## src/rtl/multu_seq.sv

```systemverilog
// Sequential unsigned shift-add multiplier producing a 2*WIDTH product into hi/lo.
// Optional MULTU_EARLY_EXIT_EN ends the iteration once the remaining multiplier is zero.
module multu_seq #(
  parameter int unsigned WIDTH = 32,
  parameter int unsigned CNT_W = 6
) (
  input  logic             clk,
  input  logic             rst,
  input  logic             start,
  input  logic [WIDTH-1:0] dataA,
  input  logic [WIDTH-1:0] dataB,
  output logic             busy,
  output logic             done,
  output logic [WIDTH-1:0] hi,
  output logic [WIDTH-1:0] lo
);

  localparam int unsigned      PW       = 2 * WIDTH;
  localparam logic [CNT_W-1:0] LAST_CNT = CNT_W'(WIDTH - 1);

  typedef enum logic [1:0] {ST_IDLE, ST_RUN, ST_DONE} state_t;

  state_t           state, state_next;
  logic [PW-1:0]    mcand, mcand_next;
  logic [PW-1:0]    acc, acc_next;
  logic [PW-1:0]    sum;
  logic [WIDTH-1:0] mplier, mplier_next, mplier_shr;
  logic [CNT_W-1:0] cnt, cnt_next;
  logic [WIDTH-1:0] hi_next, lo_next;
  logic             busy_next, done_next;
  logic             last_iter;

  // One shift-add step; the 2*WIDTH accumulator cannot overflow for unsigned operands.
  assign sum        = mplier[0] ? (acc + mcand) : acc;
  assign mplier_shr = mplier >> 1;

`ifdef MULTU_EARLY_EXIT_EN
  assign last_iter = (cnt == LAST_CNT) || (mplier_shr == '0);
`else
  assign last_iter = (cnt == LAST_CNT);
`endif

  always_ff @(posedge clk or negedge rst) begin
    if (!rst) state <= ST_IDLE;
    else      state <= state_next;
  end

  always_comb begin
    state_next = state;
    unique case (state)
      ST_IDLE: if (start)     state_next = ST_RUN;
      ST_RUN:  if (last_iter) state_next = ST_DONE;
      ST_DONE:                state_next = ST_IDLE;
      default:                state_next = ST_IDLE;
    endcase
  end

  always_comb begin
    mcand_next  = mcand;
    mplier_next = mplier;
    acc_next    = acc;
    cnt_next    = cnt;
    hi_next     = hi;
    lo_next     = lo;
    busy_next   = (state_next == ST_RUN);
    done_next   = (state_next == ST_DONE);
    unique case (state)
      ST_IDLE: begin
        if (start) begin
          mcand_next  = {{WIDTH{1'b0}}, dataA};
          mplier_next = dataB;
          acc_next    = '0;
          cnt_next    = '0;
        end
      end
      ST_RUN: begin
        acc_next    = sum;
        mcand_next  = mcand << 1;
        mplier_next = mplier_shr;
        cnt_next    = cnt + CNT_W'(1);
        // Final sum goes straight to hi/lo so partial sums are never visible.
        if (last_iter) begin
          hi_next = sum[PW-1:WIDTH];
          lo_next = sum[WIDTH-1:0];
        end
      end
      default: ;
    endcase
  end

  always_ff @(posedge clk or negedge rst) begin
    if (!rst) begin
      mcand  <= '0;
      mplier <= '0;
      acc    <= '0;
      cnt    <= '0;
      hi     <= '0;
      lo     <= '0;
      busy   <= 1'b0;
      done   <= 1'b0;
    end else begin
      mcand  <= mcand_next;
      mplier <= mplier_next;
      acc    <= acc_next;
      cnt    <= cnt_next;
      hi     <= hi_next;
      lo     <= lo_next;
      busy   <= busy_next;
      done   <= done_next;
    end
  end

endmodule

```

## config.mk

```make
export PLATFORM = sky130hd
export DESIGN_NAME = multu_seq
export DESIGN_NICKNAME = d
export VERILOG_FILES = /design/src/rtl/multu_seq.sv
export SDC_FILE = /design/constraint.sdc
export NUM_CORES = 1
export LEC_CHECK = 0
export CORE_MARGIN = 3
export CORE_UTILIZATION = 63
export CTS_CLUSTER_SIZE = 30
export DETAILED_ROUTE_END_ITERATION = 12
export GPL_TIMING_DRIVEN = 1
export PLACE_DENSITY = 0.87
export SETUP_SLACK_MARGIN = 0.15
export SKIP_CTS_REPAIR_TIMING = 1
export SLEW_MARGIN = 20
export SYNTH_ARGS = -nofsm -noshare
export SYNTH_HDL_FRONTEND = slang
export SYNTH_SLANG_ARGS = --single-unit
export TNS_END_PERCENT = 20
```

## constraint.sdc

```tcl
create_clock -name clk -period 6.3 [get_ports clk]
set_clock_uncertainty 0.2 [all_clocks]
set_input_delay 1.26 -clock clk [delete_from_list [all_inputs] [get_ports clk]]
set_output_delay 1.26 -clock clk [all_outputs]
set_load 0.02 [all_outputs]
```

# [Word-level counts from Yosys, hierarchy flattened]
# Cells that the tools add are included.
[op_classes] n_eq_ne=5 add_sub_neg=2 n_mux=12 n_reduce_logical=4
[op_table] operator="$pmux 64 s2" n=2
[op_table] operator="$mux 64" n=3
[op_table] operator="$add 64x64->64" n=1
[op_table] operator="$pmux 32 s2" n=1
[op_table] operator="$mux 32" n=1
[op_table] operator="$pmux 6 s2" n=1
[op_table] operator="$add 6x1->6 const B" n=1
[op_table] operator="$eq 6x5->1 const B" n=1
[op_table] operator="$mux 6" n=1
[op_table] operator="$eq 2x1->1 const B" n=2
[op_table] operator="$mux 2" n=2
[op_table] operator="$pmux 2 s2" n=1
[op_table] operator="$reduce_and 2->1" n=2
[op_table] operator="$eq 2x2->1 const B" n=1
[op_table] operator="$logic_not 2->1" n=1
[op_table] operator="$ne 2x2->1 const B" n=1
[op_table] operator="$reduce_bool 2->1" n=1
[totals] ff_bits=234 output_inout_bits=66 in_bits=67 wordCells=32

# [Longest topological paths before layout]
# Gate-level depths: netlist of run 1.
[depth] depth_word=4 depth_mapped=13 mapped_depth_nobuf=13

# [Worst setup path after synthesis of run 1]
# OpenSTA, ideal clock, no wires.
[synth_path] kind="register to register" startpoint="reg mcand[0]" endpoint="reg hi[24]" required_time_ns=5.976 period_less_slack_ns=3.043 slack_ns=3.257 stages_incl_launch_ff=14 setup_ns=0.124 arrival_ns=2.719 n_path_buf=0 cell_sequence="dfrtp_1 -> ha_1 -> inv_1 -> fa_1 -> nor2b_1 -> o2111ai_1 -> a211oi_2 -> nor2_2 -> o21ai_4 -> a41oi_4 -> o31ai_4 -> a21oi_2 -> mux2i_1 -> a211o_1"
[synth_via] elab_chain_len=2
[synth_lines] element="from (decl)" line_no="24" source="logic [PW-1:0] mcand, mcand_next;"
[synth_lines] element="from (signal assigned)" line_no="102" source="mcand <= mcand_next;"
[synth_lines] element="$add 64x64->64" line_no="34" source="assign sum = mplier[0] ? (acc + mcand) : acc;"
[synth_lines] element="$mux 64" line_no="34"
[synth_lines] element="to (signal assigned)" line_no="106" source="hi <= hi_next;"
[synth_lines] element="to (decl)" line_no="14" source="output logic [WIDTH-1:0] hi,"
# No other way between the ends.
# A chain may end at the register's enable or synchronous reset.

# [Worst setup path in the final report of run 1]
[layout_path] startpoint="reg mcand[0]" endpoint="reg hi[20]"
# Same word-level chain as after synthesis.

==> summary.txt, run 1 <==
crit path time final: 3.655 ns
CP Launch Type: flop
Post-synth ARST share: 100.0%
Max Root-Sink Buffers: 3
Mapped Area: 13850 sq um
Reg clk slew, reported paths: 0.06 ns
DP Area: 15260 sq um
pwr dens: 494.8 nW/um^2
Synth area leaders: dfrtp_1, o21ai_0, ha_1
wire per inst: 20.40 microns
CTS Root Buffer Type: clkbuf_16
Routed WL: 37430 microns
hold crit path type: flop to flop
status: complete, no violations
CTS Sinks: 234
Max VDD drop: 0.0002913 V
Worst-Skew Late Latency: 0.54 ns
first-iteration detailed-routing DRC count: 962
Tot GR Track Use: 30.79%
Slew @ Worst Pin: 1.052 ns
crit-path cells: ha_1 -> inv_1 -> fa_1 -> nor2b_1 -> o2111ai_1 -> a211oi_2 -> nor2_2 -> o21ai_4 -> a41oi_4 -> o41a_1 -> xnor2_1 -> mux2i_1 -> a21oi_1
port bufs: 132
chip width: 154.3 microns
WHS: 0.2754 ns
CTS tree: done
Hold Violations, Final: 0
via/cell ratio: 6.568
core area: 21290 sq um
Avg Synthesized Cell Area: 9.391 sq um
final setup fails: 0
cells after synthesis: 1475
worst r2r path cells: 13
post-synthesis cell type count: 80
CTS H-tree lvls: 1
largest stage delay on the critical path: 0.43 ns
WP buf/inv: 1
post-route ant nets: 0
first-pass GRT wire length: 61350 microns
register-to-register setup slack: 2.65 ns
number of synthesized flops with an enable pin: 0
CTS Buf Count: 25
MaxCap Viol Count: 0
final setup TNS: 0 ns
Net Count, Synth: 1607
Overflow after GRT: 0
LEAKAGE: 7.054 nW
HPWL Detailed: 24980 microns
initial antenna violation count: 0
Top Family by Delay on Critical Path: compound AO/OA/AOI/OAI gates
crit path max fanout: 4
synth cell count leaders: dfrtp_1, o21ai_0, a21oi_1
top-area cell type share of the netlist area: 42.27%
WP data arrival: 3.93 ns
post-synthesis sequential area ratio: 42.27%
FP Rows: 53
Data required, critical path: 6.57 ns
chip height: 154.3 microns
Pre-Repair DR Iteration Count: 6
Filler Cell Count: 1504
layout cell share with drive strength beyond 1: 5.449%
Synth-to-Final Area Change: 16.51%
Starting Density: 65.07%
Crit Path Category: flop to flop
Most used DFF post-synth: dfrtp_1
Nets: 1675
number of remaining DRC errors: 0
critical path capture point type: flop
Final Cycle Share: 58.01%
Critical-path top delay cell: o41a_1
Ports: 133
Vias: 12050
YS warnings: 0
Pwr Total: 7.986 mW
Worst slew margin: 29.90%
DIE AREA: 23800 sq um
unrepaired setup endpoints after global routing: false
GP Congestion: 1.014
most frequent cell after synthesis: dfrtp_1
largest net degree at the start of global routing: 127
# diodes: 0
Design Area, Final: 16140 sq um
fin. max-slew vios: 0
vias in the first global route: 11950
Synth Register Bits: 234
Synth area leader: dfrtp_1
hold path cells: 2
fmax: 273.6 MHz
Levels on crit path: 13
-- flip-flops by register name, summed over array words and instances (netlist names) --
register / flops
acc: 64
mcand: 64
hi: 32
lo: 32
mplier: 32
cnt: 6
state: 2
busy: 1
done: 1
-- final timing paths --
kind,start,end
setup reg to reg,mcand[0],hi[20]
min in group asynchronous,rst,hi[4]
hold / removal,hi[8],hi[8]
hold reg to reg,hi[8],hi[8]
max in group asynchronous,rst,hi[2]
setup / recovery,mcand[0],hi[20]
-- layer usage --
layer	vias up	track usage (%)	wire [microns]
li1	5562	-	-
met1	5938	42.53	15930
met2	481	51.75	18400
met3	72	3.945	2247
met4	0	8.200	854
met5	-	0	0
-- metrics by stage --
stage | utilization (%) | std cells | setup slack (ns)
finish | 75.82 | 1835 | 2.645
global route | 75.82 | 1835 | 2.449
CTS | 75.81 | 1835 | 2.519
detailed placement | 71.70 | 1791 | 2.578
global placement | 71.70 | 1791 | 2.641
floorplan | - | 1475 | 3.257
-- power breakdown --
group	internal [mW]	switching, mW
clock	0.943	0.627
combinational	1.60	2.20
sequential	2.06	0.554
total	4.60	3.38
-- cell usage in the layout (no fill, tap or decap), types with 4 or more instances in the layout --
cell type        netlist  layout
and3_1                 5       5
and2_1                 9       9
o21a_1                14      14
clkdlybuf4s50_1        0     130
a31oi_1               12      12
dfrtp_1              234     231
clkbuf_16              0      25
xor2_1                26      26
o21bai_1              12      10
nand4_1               23      23
nor3_1                12      12
nand2b_1               7       7
clkbuf_8               0       4
a21o_1                27      27
a41oi_1                4       4
a22o_1                81      81
clkbuf_1              91       4
nand3_1               16      16
nor2b_1               70      68
nor3b_1               13      13
nand2_1              131     131
inv_1                 13      13
o211ai_1               5       5
o21ai_0              172     172
buf_4                  0      13
o21ai_1                7       7
xnor2_1               34      34
ha_1                  64      64
mux2i_1               51      51
a22oi_1               62      62
bufinv_16              0       4
a211o_1                6       6
a21oi_1              146     146
nor2_1                46      46
-- worst min-delay path: cells and delay by family, from the launching register on --
kind	cells	cell delay (ns)
AO/OA/AOI/OAI	1	0.06
flip-flops	1	0.34
AND/OR/NAND/NOR	1	0.04
-- cell type report --
cell class | count | area, sq um | area share [%]
Tap cell | 275 | 344.1 | 2.132
Sequential cell | 234 | 5864 | 36.34
Clock buffer | 33 | 695.7 | 4.310
Clock inverter | 11 | 177.7 | 1.101
Multi-Input combinational cell | 1123 | 7586 | 47.00
Inverter | 14 | 52.55 | 0.3256
Timing Repair Buffer | 145 | 1419 | 8.791
-- logic make-up after synthesis --
group	synth area share, %
adder cells (fa/ha/maj)	5.925
flip-flops	42.27
multiplexers	3.929
AO/OA/AOI/OAI	27.93
AND/OR/NAND/NOR	12.92
XOR/XNOR	3.794
buffers and inverters	3.234
Note: power is estimated with default switching activity, not from simulation.
==> run 2: changes to the inputs <==
--- a/config.mk
+++ b/config.mk
@@ -6,11 +6,11 @@
 export NUM_CORES = 1
 export LEC_CHECK = 0
 export CORE_MARGIN = 3
-export CORE_UTILIZATION = 63
+export CORE_UTILIZATION = 53
 export CTS_CLUSTER_SIZE = 30
 export DETAILED_ROUTE_END_ITERATION = 12
 export GPL_TIMING_DRIVEN = 1
-export PLACE_DENSITY = 0.87
+export PLACE_DENSITY = 0.78
 export SETUP_SLACK_MARGIN = 0.15
 export SKIP_CTS_REPAIR_TIMING = 1
 export SLEW_MARGIN = 20
==> constraint.sdc (replaced) <==
create_clock -name clk -period 3 [get_ports clk]
set_clock_uncertainty 0.2 [all_clocks]
set_input_delay 0.6 -clock clk [delete_from_list [all_inputs] [get_ports clk]]
set_output_delay 0.6 -clock clk [all_outputs]
set_load 0.02 [all_outputs]
==> run 2 against run 1 <==
Against the previous run: the flow now finishes with violations (negative setup slack); global-route usage is 2.6 points lower; hold slack better by 0.0034 ns; fmax grew 10%; register-to-register slack worse by 3.0 ns; sequential power rose by 100%; flip-flop and latch count did not move; first-iteration DRC count is 10% higher; largest cell class unchanged; utilization decreased by 4.0 points; cell count grew 14%; clock power grew 110%; clock-buffer cell count grew 3; via count grew 6.3%; highest routed layer unchanged.
==> summary.txt, run 2 (same netlist as run 1, synthesis figures left out) <==
initial antenna violation count: 0 (unchanged)
chip width: 167.7 microns (was 154.3 microns)
first-iteration detailed-routing DRC count: 1062 (was 962)
LEAKAGE: 8.249 nW (was 7.054 nW)
R2R Path Start: mcand[0] (unchanged)
core area: 25400 sq um (was 21290 sq um)
most frequent cells in the layout: dfrtp_1, buf_4, o21ai_0, a21oi_1, clkdlybuf4s50_1 (was dfrtp_1, o21ai_0, a21oi_1, nand2_1, clkdlybuf4s50_1)
CP Launch Type: flop (unchanged)
Finished Layout Cells: 2101 (was 1835)
CTS Sinks: 234 (unchanged)
Worst R2R End: hi[20] (unchanged)
Vias: 12810 (was 12050)
CTS Buf Count: 26 (was 25)
Ports: 133 (unchanged)
Tot GR Track Use: 28.21% (was 30.79%)
wire per inst: 19.41 microns (was 20.40 microns)
crit-path cells: ha_2 -> inv_2 -> fa_2 -> nor2b_4 -> o2111ai_2 -> a211oi_2 -> nor2_2 -> o21ai_4 -> a41oi_4 -> o41a_1 -> xnor2_2 -> mux2i_1 -> a21oi_1 (was ha_1 -> inv_1 -> fa_1 -> nor2b_1 -> o2111ai_1 -> a211oi_2 -> nor2_2 -> o21ai_4 -> a41oi_4 -> o41a_1 -> xnor2_1 -> mux2i_1 -> a21oi_1)
Nets: 1885 (was 1675)
Filler Cell Count: 1929 (was 1504)
layout cell share with drive strength beyond 1: 19.76% (was 5.449%)
via/cell ratio: 6.097 (was 6.568)
fin. max-slew vios: 0 (unchanged)
Data required, critical path: 3.22 ns (was 6.57 ns)
crit path time final: 3.314 ns (was 3.655 ns)
Slew @ Worst Pin: 0.7414 ns (was 1.052 ns)
Max VDD drop: 0.0006946 V (was 0.0002913 V)
Routed WL: 40780 microns (was 37430 microns)
Crit Path Category: flop to flop (unchanged)
post-route ant nets: 0 (unchanged)
crit path max fanout: 3 (was 4)
Register Area: 5862 sq um (was 5864 sq um)
MaxCap Viol Count: 0 (unchanged)
fmax: 301.8 MHz (was 273.6 MHz)
vias in the first global route: 12930 (was 11950)
FP Rows: 58 (was 53)
failing checks: negative setup slack
Levels on crit path: 13 (unchanged)
DIE AREA: 28110 sq um (was 23800 sq um)
largest net degree at the start of global routing: 113 (was 127)
chip height: 167.7 microns (was 154.3 microns)
Pre-Repair DR Iteration Count: 7 (was 6)
Critical-path top delay cell: o41a_1 (unchanged)
number of remaining DRC errors: 0 (unchanged)
Hold Violations, Final: 0 (unchanged)
Final Cycle Share: 110.5% (was 58.01%)
unrepaired setup endpoints after global routing: true (was false)
port bufs: 132 (unchanged)
final design utilization: 71.84% (was 75.82%)
HPWL Detailed: 27960 microns (was 24980 microns)
final setup fails: 42 (was 0)
WP data arrival: 3.53 ns (was 3.93 ns)
worst r2r path cells: 13 (unchanged)
Reg clk slew, reported paths: 0.06 ns (about the same)
Max Root-Sink Buffers: 3 (unchanged)
CTS H-tree lvls: 1 (unchanged)
GP Congestion: 0.9352 (was 1.014)
critical path capture point type: flop (unchanged)
status: complete, but fails checks (was complete, no violations)
Top Family by Delay on Critical Path: compound AO/OA/AOI/OAI gates (unchanged)
Worst slew margin: 50.57% (was 29.90%)
Worst Setup SP: mcand[0] (unchanged)
first-pass GRT wire length: 66170 microns (was 61350 microns)
Largest regs: acc x64, mcand x64 (unchanged)
Final Worst Setup Slack: -0.3138 ns (was 2.645 ns)
CTS tree: done (unchanged)
DP Cell Count: 2048 (was 1791)
hold crit path type: flop to flop (unchanged)
Synth-to-Final Area Change: 31.73% (was 16.51%)
pwr dens: 1033 nW/um^2 (was 494.8 nW/um^2)
CTS Root Buffer Type: clkbuf_16 (unchanged)
area of the multi-input gates: 7946 sq um (was 7586 sq um)
Worst-Skew Late Latency: 0.54 ns (about the same)
register-to-register setup slack: -0.31 ns (was 2.65 ns)
WP buf/inv: 1 (unchanged)
# diodes: 0 (unchanged)
crit path to: hi[20] (unchanged)
most common cell after layout, fill and taps aside: dfrtp_1 (unchanged)
Overflow after GRT: 0 (unchanged)
largest stage delay on the critical path: 0.48 ns (was 0.43 ns)
Starting Density: 54.54% (was 65.07%)
## run 2: cell count changes in the layout (fill, tap and decap cells not counted), sizes merged
| cell | previous run | this run |
|---|---|---|
| buf | 15 | 223 |
| clkbuf | 33 | 36 |
| clkinv | 4 | 7 |
| bufinv | 4 | 2 |
| clkinvlp | 3 | 1 |
| dlygate4sd3 | 0 | 1 |
## run 2: final cells by class
class | count | area share, %
clock buffers | 36 | 4.217
clock inverters | 10 | 0.5828
inverters | 14 | 0.2880
multi-input cells | 1123 | 43.55
flip-flops and latches | 234 | 32.12
well taps | 330 | 2.263
repair buffers | 354 | 16.98
## run 2: report_power, final
group	internal, mW	switching, mW	total, mW
Clock	1.96	1.32	3.28
Sequential	4.32	0.947	5.27
Combinational	4.93	5.38	10.3
## run 2: how the worst min path moves through the flow
| stage | start | end | slack, ns | cells past startpoint |
|---|---|---|---|---|
| floorplan | rst | acc[0] | 0.10 | 0 |
| global placement | hi[16] | hi[16] | 0.26 | 2 |
| detailed placement | hi[16] | hi[16] | 0.27 | 2 |
| CTS | rst | acc[29] | -0.11 | 1 |
| global route | hi[12] | hi[12] | 0.31 | 2 |
| finish | lo[19] | lo[19] | 0.28 | 2 |
## run 2: worst register-to-register path, stage by stage (launching register included)
cell and delay (ns):
dfrtp_1 0.36, ha_2 0.20, inv_2 0.04, fa_2 0.36
nor2b_4 0.13, o2111ai_2 0.15, a211oi_2 0.31, nor2_2 0.10
o21ai_4 0.21, a41oi_4 0.18, o41a_1 0.48, xnor2_2 0.19
mux2i_1 0.21, a21oi_1 0.10
## run 2: routing by layer
metal	up-vias	part of all wire [%]	track usage, %
li1	6006	-	-
met1	6279	43	38.07
met2	439	49	47.22
met3	86	5.9	4.391
met4	0	2.8	8.645
met5	-	0	0
## run 2: metrics by stage
step | hold WS (ns) | TNS, ns | setup slack (ns) | area [sq um] | power, mW
floorplan | 0.1044 | -0.01303 | -0.01303 | 13860 | 10.83
finish | 0.2788 | -5.218 | -0.3138 | 18250 | 18.86
global placement | 0.2611 | -3.105 | -0.2841 | 16950 | 14.66
detailed placement | 0.2707 | -6.566 | -0.2685 | 16950 | 14.94
global route | 0.3058 | -16.02 | -0.4733 | 18250 | 20.08
CTS | -0.1121 | -7.557 | -0.3038 | 17820 | 18.32
